File: config.mk
export PLATFORM = sky130hd
export DESIGN_NAME = seq_pattern_detector
export DESIGN_NICKNAME = d
export VERILOG_FILES = /design/src/rtl/seq_det_pkg.sv /design/src/rtl/seq_prefix_match.sv /design/src/rtl/seq_pattern_detector.sv
export SDC_FILE = /design/constraint.sdc
export NUM_CORES = 1
export LEC_CHECK = 0
export BUFFER_PORTS_ARGS = -buffer_cell sky130_fd_sc_hd__buf_4
export CORE_MARGIN = 2
export CORE_UTILIZATION = 45
export DETAILED_ROUTE_END_ITERATION = 12
export PLACE_DENSITY = 0.66
export REMOVE_ABC_BUFFERS = 1
export SLEW_MARGIN = 20
export SYNTH_ARGS = -nofsm -noshare
export SYNTH_HDL_FRONTEND = slang
export SYNTH_HIERARCHICAL = 1
export SYNTH_SLANG_ARGS = --single-unit
File: constraint.sdc
create_clock -name clock -period 3 [get_ports clock]
set_clock_uncertainty 0.1 [all_clocks]
set_input_delay 0.9 -clock clock [delete_from_list [all_inputs] [get_ports clock]]
set_output_delay 0.9 -clock clock [all_outputs]
set_load 0.01 [all_outputs]
File: src/rtl/seq_det_pkg.sv
// Shared definitions for the programmable serial sequence detector:
// progress width helper, default pattern and overlap mode encoding.
package seq_det_pkg;

    localparam int MIN_PAT_W = 2;
    localparam int MAX_PAT_W = 16;

    localparam logic [3:0] DEFAULT_PATTERN = 4'b1011;

    typedef enum logic {
        MODE_NON_OVERLAP = 1'b0,
        MODE_OVERLAP     = 1'b1
    } overlap_mode_e;

    // Progress runs 0..patW inclusive, so it needs room for patW+1 values.
    function automatic int progressWidth(input int patW);
        return $clog2(patW + 1);
    endfunction

endpackage

File: src/rtl/seq_prefix_match.sv
// Combinational next-progress computation: parallel compare of every suffix
// of the window against the same-length pattern prefix, largest hit wins.
module seq_prefix_match
    import seq_det_pkg::*;
#(
    parameter  int PAT_W  = 4,
    localparam int PROG_W = progressWidth(PAT_W)
) (
    input  logic [PAT_W-1:0]  i_window,
    input  logic [PAT_W-1:0]  i_pattern,
    input  logic [PROG_W-1:0] i_progress,
    input  overlap_mode_e     i_mode,
    output logic [PROG_W-1:0] o_nextProgress
);

    logic [PAT_W-1:0] w_hit;

    // w_hit[k-1]: the newest k window bits equal the first k pattern bits.
    for (genvar k = 1; k <= PAT_W; k++) begin : gHit
        assign w_hit[k-1] = (i_window[k-1:0] == i_pattern[PAT_W-1 -: k]);
    end

    always_comb begin
        int limit;
        limit          = int'(i_progress) + 1;
        o_nextProgress = '0;
        if (limit > PAT_W) begin
            limit = PAT_W;
        end
        // A completed non-overlapping match may not reuse any of its bits.
        if ((i_mode == MODE_NON_OVERLAP) && (int'(i_progress) == PAT_W)) begin
            o_nextProgress = (i_window[0] == i_pattern[PAT_W-1]) ? PROG_W'(1) : '0;
        end else begin
            for (int k = 1; k <= PAT_W; k++) begin
                if (w_hit[k-1] && (k <= limit)) begin
                    o_nextProgress = PROG_W'(k);
                end
            end
        end
    end

endmodule

File: src/rtl/seq_pattern_detector.sv
// Runtime-programmable serial pattern detector with overlap control,
// Moore match flag, progress output and a saturating match counter.
module seq_pattern_detector
    import seq_det_pkg::*;
#(
    parameter  int               PAT_W         = 4,
    parameter  int               CNT_W         = 8,
    parameter  logic [PAT_W-1:0] RESET_PATTERN = PAT_W'(DEFAULT_PATTERN),
    localparam int               PROG_W        = progressWidth(PAT_W)
) (
    input  logic              clock,
    input  logic              reset_n,
    input  logic              pattern_load,
    input  logic [PAT_W-1:0]  pattern_in,
    input  logic              overlap_en,
    input  logic              sequence_valid,
    input  logic              sequence_in,
    input  logic              count_clear,
    output logic              detector_out,
    output logic [PROG_W-1:0] progress,
    output logic [CNT_W-1:0]  match_count
);

    if ((PAT_W < MIN_PAT_W) || (PAT_W > MAX_PAT_W)) begin : gBadPatW
        $error("seq_pattern_detector: PAT_W must be within 2..16");
    end

    localparam logic [PROG_W-1:0] FULL_PROGRESS = PROG_W'(PAT_W);
    localparam logic [CNT_W-1:0]  COUNT_MAX     = '1;

    logic [PAT_W-1:0]  r_pattern;
    overlap_mode_e     r_mode;
    logic [PAT_W-2:0]  r_history;
    logic [PROG_W-1:0] r_progress;
    logic [CNT_W-1:0]  r_count;

    logic [PAT_W-1:0]  w_window;
    logic [PROG_W-1:0] w_nextProgress;
    logic              w_enterMatch;

    assign w_window = {r_history, sequence_in};

    seq_prefix_match #(
        .PAT_W (PAT_W)
    ) u_prefixMatch (
        .i_window       (w_window),
        .i_pattern      (r_pattern),
        .i_progress     (r_progress),
        .i_mode         (r_mode),
        .o_nextProgress (w_nextProgress)
    );

    // A load takes priority and swallows any bit presented alongside it.
    assign w_enterMatch = sequence_valid && !pattern_load &&
                          (w_nextProgress == FULL_PROGRESS);

    always_ff @(posedge clock or negedge reset_n) begin
        if (!reset_n) begin
            r_pattern  <= RESET_PATTERN;
            r_mode     <= MODE_OVERLAP;
            r_history  <= '0;
            r_progress <= '0;
        end else if (pattern_load) begin
            r_pattern  <= pattern_in;
            r_mode     <= overlap_mode_e'(overlap_en);
            r_history  <= '0;
            r_progress <= '0;
        end else if (sequence_valid) begin
            r_history  <= w_window[PAT_W-2:0];
            r_progress <= w_nextProgress;
        end
    end

    // A clear coinciding with a new match leaves that match counted.
    always_ff @(posedge clock or negedge reset_n) begin
        if (!reset_n) begin
            r_count <= '0;
        end else if (count_clear) begin
            r_count <= w_enterMatch ? CNT_W'(1) : '0;
        end else if (w_enterMatch && (r_count != COUNT_MAX)) begin
            r_count <= r_count + CNT_W'(1);
        end
    end

    assign progress     = r_progress;
    assign detector_out = (r_progress == FULL_PROGRESS);
    assign match_count  = r_count;

endmodule

### After elaboration in Yosys (flattened, before gate mapping)

Cells that the tools add are included.

| storage, ports and cells | value |
|---|---|
| register bits | 19 |
| input port bits | 11 |
| output and inout port bits | 12 |
| logic and storage cells | 46 |
| bits in latches | 0 |
| memory bits (read-only) | 0 |
| memory bits (writable) | 0 |
| memories kept | 0 |

| cells by class | value |
|---|---|
| multiply operators | 0 |
| shift-type cells | 0 |
| bitwise logic cells | 1 |
| $add $sub $neg | 2 |
| magnitude comparators | 5 |
| div/mod/pow operators | 0 |
| multiplexer cells | 14 |
| eq/ne operators | 8 |
| reductions and logical operators | 11 |

Operator list:

| cell | count |
|---|---|
| $le 3x32->1 const A | 2 |
| $gt 32x4->1 const B | 1 |
| $le 2x32->1 const A | 1 |
| $le 4x32->1 const A | 1 |
| $mux 32 | 1 |
| $mux 3 | 6 |
| $mux 8 | 2 |
| $eq 3x3->1 const B | 3 |
| $add 8x1->8 const B | 1 |
| $logic_and 1x1->1 | 8 |
| $ne 8x8->1 const B | 1 |
| $add 3x1->4 const B | 1 |
| $eq 4x4->1 | 1 |
| $mux 2 | 2 |
| $reduce_bool 2->1 | 2 |
| $eq 3x3->1 | 1 |
| $mux 1 | 3 |
| $eq 2x2->1 | 1 |
| $eq 1x1->1 | 1 |
| $logic_not 1->1 | 1 |
| $not 1->1 | 1 |

### Depth between registers and ports, before layout

Gate-level depths: netlist of run 1.

| depth | value |
|---|---|
| depth in word-level cells | 15 |
| depth in mapped cells | 10 |
| mapped depth without buffers | 10 |

### Hierarchy

The synthesis of run 1 kept the hierarchy.

Modules (own cells, without submodules):

| module | seq. area each (um2) | instances | area each (um2) | cells each |
|---|---|---|---|---|
| seq_pattern_detector | 480.5 | 1 | 914.6 | 79 |
| seq_prefix_match | 0.0 | 1 | 246.5 | 34 |

### Worst setup path after synthesis of run 1

OpenSTA, ideal clock, no wires.

| timing | value |
|---|---|
| path kind | input-to-reg |
| start point | in sequence_in |
| end point | reg r_count[3] (netlist: match_count[3]) |
| cell stages on the path | 9 |
| library setup time | 77 ps |
| path buffers | 0 |
| setup slack | 181 ps |
| arrival time | 2642 ps |
| data required time | 2823 ps |
| path through | xnor2_1 nand2_1 or4_4 nand3_2 o211ai_1 nor3b_4 o211ai_4 or3_1 a21oi_1 |

| on the way | value |
|---|---|
| cells in the longest elaborated chain, start to end | 11 |
| elaborated cells between the ends (all ways) | 18 |
| those cells by class | 5 x eq/ne; 6 x mux; 7 x reduce/logical |

Ends and longest elaborated chain:

| element | line | source |
|---|---|---|
| start, declared | seq_pattern_detector.sv:17 | `input logic sequence_in,` |
| $eq 1x1->1 | seq_prefix_match.sv:20, seq_prefix_match.sv:32 |  |
| $logic_and 1x1->1 | seq_prefix_match.sv:35 | `if (w_hit[k-1] && (k <= limit)) begin` |
| $mux 1 | seq_prefix_match.sv:35 |  |
| $mux 2 (2 in a row) | seq_prefix_match.sv:35 |  |
| $mux 3 | seq_prefix_match.sv:35 |  |
| $mux 3 * | seq_prefix_match.sv:31 | `if ((i_mode == MODE_NON_OVERLAP) && (int'(i_progress) == PAT_W)) begin` |
| named net w_nextProgress[0] | seq_pattern_detector.sv:38 | `logic [PROG_W-1:0] w_nextProgress;` |
| $eq 3x3->1 * | seq_pattern_detector.sv:55 | `(w_nextProgress == FULL_PROGRESS);` |
| $logic_and 1x1->1 * | seq_pattern_detector.sv:54 | `assign w_enterMatch = sequence_valid && !pattern_load &&` |
| $logic_and 1x1->1 * | seq_pattern_detector.sv:80 | `end else if (w_enterMatch && (r_count != COUNT_MAX)) begin` |
| $reduce_bool 2->1 (no source line) * | n/a |  |
| end signal, assigned | seq_pattern_detector.sv:79 | `r_count <= w_enterMatch ? CNT_W'(1) : '0;` |
| end signal, assigned | seq_pattern_detector.sv:81 | `r_count <= r_count + CNT_W'(1);` |
| end, declared | seq_pattern_detector.sv:35 | `logic [CNT_W-1:0] r_count;` |

The timed path passes the listed nets; every way through them passes the cells marked *.
A chain may end at the register's enable or synchronous reset.

### Final worst setup path of run 1

| timing | value |
|---|---|
| start point | reg r_progress[1] (netlist: progress[1]) |
| end point | reg r_count[5] (netlist: match_count[5]) |

| on the way | value |
|---|---|
| cells in the longest elaborated chain, start to end | 14 |
| elaborated cells between the ends (all ways) | 22 |
| those cells by class | 1 x add/sub; 5 x order compare; 2 x eq/ne; 6 x mux; 8 x reduce/logical |

Ends and longest elaborated chain:

| element | line | source |
|---|---|---|
| start, declared | seq_pattern_detector.sv:34 | `logic [PROG_W-1:0] r_progress;` |
| start signal, assigned | seq_pattern_detector.sv:70 | `r_progress <= w_nextProgress;` |
| $add 3x1->4 | seq_prefix_match.sv:25 | `limit = int'(i_progress) + 1;` |
| $gt 32x4->1 | seq_prefix_match.sv:27 | `if (limit > PAT_W) begin` |
| $mux 32 | seq_prefix_match.sv:27 |  |
| $le 2x32->1 | seq_prefix_match.sv:35 |  |
| $logic_and 1x1->1 | seq_prefix_match.sv:35 |  |
| $mux 1 | seq_prefix_match.sv:35 |  |
| $mux 2 (2 in a row) | seq_prefix_match.sv:35 |  |
| $mux 3 | seq_prefix_match.sv:35 |  |
| $mux 3 * | seq_prefix_match.sv:31 |  |
| named net w_nextProgress[0] | seq_pattern_detector.sv:38 |  |
| $eq 3x3->1 * | seq_pattern_detector.sv:55 |  |
| $logic_and 1x1->1 * | seq_pattern_detector.sv:54 |  |
| $logic_and 1x1->1 * | seq_pattern_detector.sv:80 |  |
| $reduce_bool 2->1 (no source line) * | n/a |  |

Marked as above.

==> impl_results.md, run 1 <==
* First-iteration detailed-routing DRC count at 12
* Max cap viols at 0
* Worst hold slack at 0.365 ns
* Final setup fails at 0
* Routability Congestion at 0.821
* Dpl cells at 169
* CP delay by family, top: simple AND/OR/NAND/NOR gates
* I/O Buffers at 22
* Die Y at 54.8 um
* Hpwl dp at 1800 um
* R2r endpoint: match_count[5]
* Largest buffer count on any clock path at 2
* Vias per inst at 5.44
* Share of layout cells above drive strength 1 at 34.3%
* Min-delay worst type: primary input to async pin
* Crit-path cells: ha_1 -> nand2_1 -> o21ai_2 -> or4_4 -> nand3_2 -> o211ai_1 -> nor3b_4 -> o211ai_4 -> or3_1 -> a21oi_1
* Most common cell after layout, fill and taps aside: buf_4
* Synth area leaders: dfrtp_1 (32%), dfstp_2 (9.1%), mux2i_1 (6.9%)
* Wire length per cell at 13.4 um
* Most frequent cells in the layout: buf_4 (28), dfrtp_1 (15), nor2_1 (9)
* Nets at 158
* Fin area at 0.00142 mm2
* Slew HR at 77.2%
* Count of clock tree sinks at 19
* Worst path arrival time at 2.86 ns
* Largest area contributor in the netlist: dfrtp_1
* Worst-path clk slew at 0.10 ns
* CTS tree: done
* Post-CTS sizing at 0
* Initial antenna violation count at 0
* Htree depth at 1
* Total power at 0.496 mW
* Pin count of the biggest net entering global routing at 20
* Worst R2R Path Depth at 10
* Crit Path Class: flop to flop
* VDD IR-drop max at 0.280 mV
* Place WS at -0.0929 ns
* Crit Path Max Fanout at 7
* Syn_area_per_cell at 10.3 um2
* Final Util at 57.8%
* Met3 WL at 75 um
* Smallest setup slack after layout at 0.264 ns
* Worst R2R Setup Slack at 0.26 ns
* RR Startpoint: progress[1]
* Max-slew violations at 0
* Critical path's slowest cell: or4_4
* Crit path capture type: flop
* Area share of the largest cell type after synthesis at 32.3%
* RSZ-0062 raised after global routing: false
* CTS root buf: clkbuf_4
* Total vias in the final route at 941
* Count of cell types in the netlist at 38
* Mapped Cells at 113
* Filler instances at 222
* Final Hold Vio Count at 0
* Final worst path period share at 91.2%
* Worst skew pair latency at 0.29 ns
* Tot GR Track Use at 18.1%
* Placed Area at 0.00139 mm2
* Grt total ovfl at 0
* Final WL at 2320 um
* Initial Util at 47.3%
* Die width at 54.8 um
* First-pass GRT wire length at 3860 um
* Post-route antenna net violation count at 0
* Post-CTS Setup Inserts at 0
* Yosys reg bits at 19
* Number of global-route vias before repair at 873
* FP Rows at 18
* Leakage at 0.658 nW
* CP required at 3.12 ns
* CP Launch Type: flop
* CP bufs+invs at 0
* Crit path time final at 2.74 ns
* Antenna cells at 0
* Drt drc at 0
* YS warnings at 6
* Sequential area share after synthesis at 41.4%
* Worst-margin pin slew at 0.340 ns
* # IOs at 23
* Area growth, synth to finish at 22.3%
* Met2 WL at 1130 um
* Core area at 0.00245 mm2
* TritonCTS Buffers at 3
* Highest layer used for signal routing: met4
* Pwr dens at 349 mW/mm2
* Fin Setup TNS at 0 ns
* Die ar. at 0.00300 mm2
* Slowest Stage Delay on Critical Path at 0.56 ns
* Layout Cells excl Fill at 173
* Fmax at 366 MHz
* Status: finished clean
* Hold buffers post-CTS at 0
* Drt first pass iters at 4
* M1 WL at 1090 um
* Synth Cell Area at 0.00116 mm2
[worst register-to-register path, delay by kind of cell (launching register included)]
family	cells	cell delay (ns)
fa+ha+maj	1	0.21
flops	1	0.45
compound gates	4	0.51
simple gates	5	1.39
[flip-flops by register name (all words and copies together) (netlist names)]
| name | flops |
|---|---|
| progress | 3 |
| r_pattern | 4 |
| r_mode | 1 |
| match_count | 8 |
| r_history | 3 |
[kinds of logic after synthesis]
kind of cell               count (synthesis)  synth area share [%]
muxes                                     13                  11.7
AOI/OAI and AO/OA                         20                  12.5
xor gates and xnor gates                  11                  8.30
adders and majority gates                  3                  3.23
DFF                                       19                  41.4
buffers and inverters                      7                  2.91
and+or+nand+nor                           40                  19.9
[per-layer routing]
layer  up-vias  global-route usage, %
met5         -                      0
met4         0                   6.25
met3         2                   2.46
met2        15                   31.7
met1       461                   22.6
li1        463                      -
[cells in the mapped netlist]
cell and n:
nor2_1 9, mux2_2 5, or3_1 3, nand2_2 1
a31o_2 1, o21ai_2 1, nor2b_1 1, a31oi_1 1
ha_1 3, xor2_1 6, and2_1 2, inv_1 5
o211ai_1 1, or2_2 2, o21bai_1 1, a211o_1 1
a21oi_1 5, o311ai_0 1, o2111ai_1 1, and4_1 1
mux2i_1 8, clkbuf_1 1, o211ai_4 1, and2b_1 1
or4_4 1, nand2b_1 1, o21ai_0 5, nand3_2 1
nand2_1 8, dfstp_2 4, nor3b_1 1, o41ai_1 1
dfrtp_1 15, buf_6 1, nor3b_4 1, xnor2_1 5
nand3_1 2, nand4_1 5
[worst max-delay path by stage]
stage,cells after the start,end,slack (ns),startpoint
after detailed placement,10,match_count[7],-0.09,sequence_in
after CTS,10,match_count[7],0.19,progress[1]
after global routing,10,match_count[7],0.05,progress[1]
after floorplan,9,match_count[3],0.18,sequence_in
after global placement,10,match_count[5],-0.02,sequence_in
final,10,match_count[5],0.26,progress[1]
[cell type report]
cell class              instances  area [um2]  area share (%)
clock buffers                   4        26.3            1.85
inverters                       5        18.8            1.32
multi-input cells              87         647            45.6
flip-flops and latches         19         480            33.8
well taps                      30        37.5            2.64
repair buffers                 28         210            14.8
[power by group]
group | total (mW) | leakage (nW) | switching, mW | internal, mW
Combinational | 0.0876 | 0.395 | 0.0424 | 0.0451
Clock | 0.125 | 0.0150 | 0.0734 | 0.0517
Sequential | 0.283 | 0.248 | 0.0129 | 0.270
No activity file was read; power rests on OpenSTA's default activity.
==> inputs of run 2 (changes only) <==
--- a/config.mk
+++ b/config.mk
@@ -5,12 +5,15 @@
 export SDC_FILE = /design/constraint.sdc
 export NUM_CORES = 1
 export LEC_CHECK = 0
+export ABC_AREA = 1
 export BUFFER_PORTS_ARGS = -buffer_cell sky130_fd_sc_hd__buf_4
+export CORE_ASPECT_RATIO = 0.7
 export CORE_MARGIN = 2
 export CORE_UTILIZATION = 45
 export DETAILED_ROUTE_END_ITERATION = 12
-export PLACE_DENSITY = 0.66
+export PLACE_DENSITY = 0.65
 export REMOVE_ABC_BUFFERS = 1
+export SKIP_LAST_GASP = 1
 export SLEW_MARGIN = 20
 export SYNTH_ARGS = -nofsm -noshare
 export SYNTH_HDL_FRONTEND = slang
==> impl_results.md, run 2 <==
* Reg power frac at 50.8% (was 57.1%)
* Synth area leaders: dfrtp_1 (29%), nand2_1 (17%), dfstp_2 (8.1%) (was dfrtp_1 (32%), dfstp_2 (9.1%), mux2i_1 (6.9%))
* Worst R2R Path Depth at 15 (was 10)
* Area share of the largest cell type after synthesis at 29.0% (was 32.3%)
* Crit path time final at 2.30 ns (was 2.74 ns)
* Slew HR at 81.0% (was 77.2%)
* Worst-margin pin slew at 0.284 ns (was 0.340 ns)
* Die ar. at 0.00333 mm2 (was 0.00300 mm2)
* Most frequent cells after synthesis: nand2_1 (57), inv_1 (26), nand3_1 (21), nor2_1 (18), dfrtp_1 (15) (was dfrtp_1 (15), nor2_1 (9), mux2i_1 (8), nand2_1 (8), xor2_1 (6))
* I/O Buffers at 22 (unchanged)
* Max-slew violations at 0 (unchanged)
* Most frequent cells in the layout: nand2_1 (57), inv_1 (26), buf_4 (22) (was buf_4 (28), dfrtp_1 (15), nor2_1 (9))
* Final worst path period share at 76.5% (was 91.2%)
* Initial antenna violation count at 0 (unchanged)
* Initial Util at 46.8% (was 47.3%)
* Tot GR Track Use at 19.1% (was 18.1%)
* Area growth, synth to finish at 20.0% (was 22.3%)
* Yosys reg bits at 19 (unchanged)
* Fmax at 436 MHz (was 366 MHz)
* Worst path arrival time at 2.39 ns (was 2.86 ns)
* Hpwl dp at 2260 um (was 1800 um)
* Sequential area share after synthesis at 37.1% (was 41.4%)
* Routability Congestion at 0.853 (was 0.821)
* Switching share of power at 28.4% (was 25.9%)
* CP required at 3.09 ns (was 3.12 ns)
* Antenna cells at 0 (unchanged)
* Ys async rst share at 100% (unchanged)
* Final setup fails at 0 (unchanged)
* Synth Cell Area at 0.00129 mm2 (was 0.00116 mm2)
* Worst skew pair latency at 0.26 ns (was 0.29 ns)
* Hold buffers post-CTS at 0 (unchanged)
* Post-CTS sizing at 0 (unchanged)
* Crit Path Class: primary input to flop (was flop to flop)
* Vias per inst at 5.06 (was 5.44)
* Mapped Cells at 184 (was 113)
* Total vias in the final route at 1245 (was 941)
* YS warnings at 6 (unchanged)
* CP Launch Type: primary input (was flop)
* Post-synth EDFFs at 0 (unchanged)
* Most common cell after layout, fill and taps aside: nand2_1 (was buf_4)
* Layout Cells excl Fill at 246 (was 173)
* CTS tree: done (unchanged)
* Status: finished clean (unchanged)
* Min-delay worst type: flop to flop (was primary input to async pin)
* Largest area contributor in the netlist: dfrtp_1 (unchanged)
* Count of clock tree sinks at 19 (unchanged)
* Max reg flops at 8 (unchanged)
* Nets at 226 (was 158)
* Count of cell types in the netlist at 26 (was 38)
* Pin count of the biggest net entering global routing at 20 (unchanged)
* RSZ-0062 raised after global routing: false (unchanged)
* # IOs at 23 (unchanged)
* Fin Setup TNS at 0 ns (unchanged)
* TritonCTS Buffers at 3 (unchanged)
* First-iteration detailed-routing DRC count at 77 (was 12)
* Drt drc at 0 (unchanged)
* Syn_area_per_cell at 7.03 um2 (was 10.3 um2)
* Clk pwr share at 31.7% (was 25.2%)
* Grt total ovfl at 0 (unchanged)
* Core area at 0.00276 mm2 (was 0.00245 mm2)
* Worst hold stages at 2
* Die Y at 48.9 um (was 54.8 um)
* Number of global-route vias before repair at 1113 (was 873)
* Max cap viols at 0 (unchanged)
* Most common cell in the netlist: nand2_1 (was dfrtp_1)
* Final WL at 2840 um (was 2320 um)
* Switching power total at 0.160 mW (was 0.129 mW)
* Dpl cells at 242 (was 169)
* VDD IR-drop max at 0.240 mV (was 0.280 mV)
* Leakage at 0.799 nW (was 0.658 nW)
* Final Hold Vio Count at 0 (unchanged)
* Share of layout cells above drive strength 1 at 20.0% (was 34.3%)
* Post-route antenna net violation count at 0 (unchanged)
* Htree depth at 1 (unchanged)
* Pwr dens at 364 mW/mm2 (was 349 mW/mm2)
* Pint at 0.405 mW (was 0.367 mW)
* Drt first pass iters at 4 (unchanged)
* Crit path capture type: flop (unchanged)
* Wire length per cell at 11.5 um (was 13.4 um)
* FP Rows at 16 (was 18)
* Comb pwr share at 17.4% (was 17.7%)
* Crit Path Max Fanout at 7 (unchanged)
* Worst-path clk slew at 0.07 ns (was 0.10 ns)
* CTS root buf: clkbuf_8 (was clkbuf_4)
* Main flop type after synthesis: dfrtp_1 (unchanged)
* Die width at 68.1 um (was 54.8 um)
* Largest buffer count on any clock path at 2 (unchanged)
* First-pass GRT wire length at 4870 um (was 3860 um)
* Post-CTS Setup Inserts at 0 (unchanged)
run 2: power by group through the flow:
stage               clock network, mW  registers [mW]  logic [mW]
floorplan                           0           0.289      0.0621
global placement                    0           0.291      0.0965
detailed placement                  0           0.292      0.0988
CTS                             0.187           0.287      0.0990
global route                    0.199           0.289       0.113
finish                          0.179           0.287      0.0986
run 2: final timing paths:
check | endpoint | slack [ns] | from
setup / recovery | match_count[0] | 0.70 | sequence_in
hold / removal | r_pattern[0] | 0.37 | r_pattern[0]
setup reg to reg | match_count[0] | 0.73 | progress[0]
hold reg to reg | r_pattern[0] | 0.37 | r_pattern[0]
max in group asynchronous | r_pattern[3] | 2.14 | reset_n
min in group asynchronous | match_count[3] | 0.40 | reset_n
run 2: layout make-up:
class	instances	area, um2
repair buffers	22	165
clock buffers	3	41.3
fillers	266	1210
clock inverters	1	7.51
well taps	36	45.0
inverters	30	115
multi-input cells	135	698
flip-flops and latches	19	480
run 2: kinds of logic after synthesis:
logic type,Yosys count,share of synthesized area (%)
AOI/OAI and AO/OA,18,8.22
xor gates and xnor gates,6,4.06
adders and majority gates,4,3.87
buffers and inverters,30,8.90
DFF,19,37.1
and+or+nand+nor,107,37.8
run 2: layer usage:
metal,GRT usage (%),up-vias,share of wire [%]
met4,3.67,0,0.46
met5,0,-,0
li1,-,635,-
met2,27.0,43,42
met3,4.85,2,6.6
met1,29.5,565,51
run 2: stage by stage:
stage	instance area [um2]	total power [mW]	setup WS [ns]	util, %	hold WS [ns]
global placement	1500	0.388	0.515	54.4	0.370
floorplan	1290	0.351	0.751	-	0.342
global route	1550	0.602	0.511	56.2	0.399
CTS	1550	0.573	0.713	56.2	0.379
finish	1550	0.565	0.704	56.2	0.375
detailed placement	1500	0.391	0.468	54.4	0.366
run 2: worst max-delay path, cell delays in order:
cell	delay [ns]
buf_4	0.13
xor2_1	0.16
nor2_1	0.12
nand3_2	0.10
nand2_2	0.07
inv_1	0.04
nand2_1	0.05
nand2_1	0.06
nor2_1	0.14
inv_1	0.09
nor2_4	0.17
nand2_4	0.10
inv_2	0.09
nand2_1	0.06
nand3_1	0.10
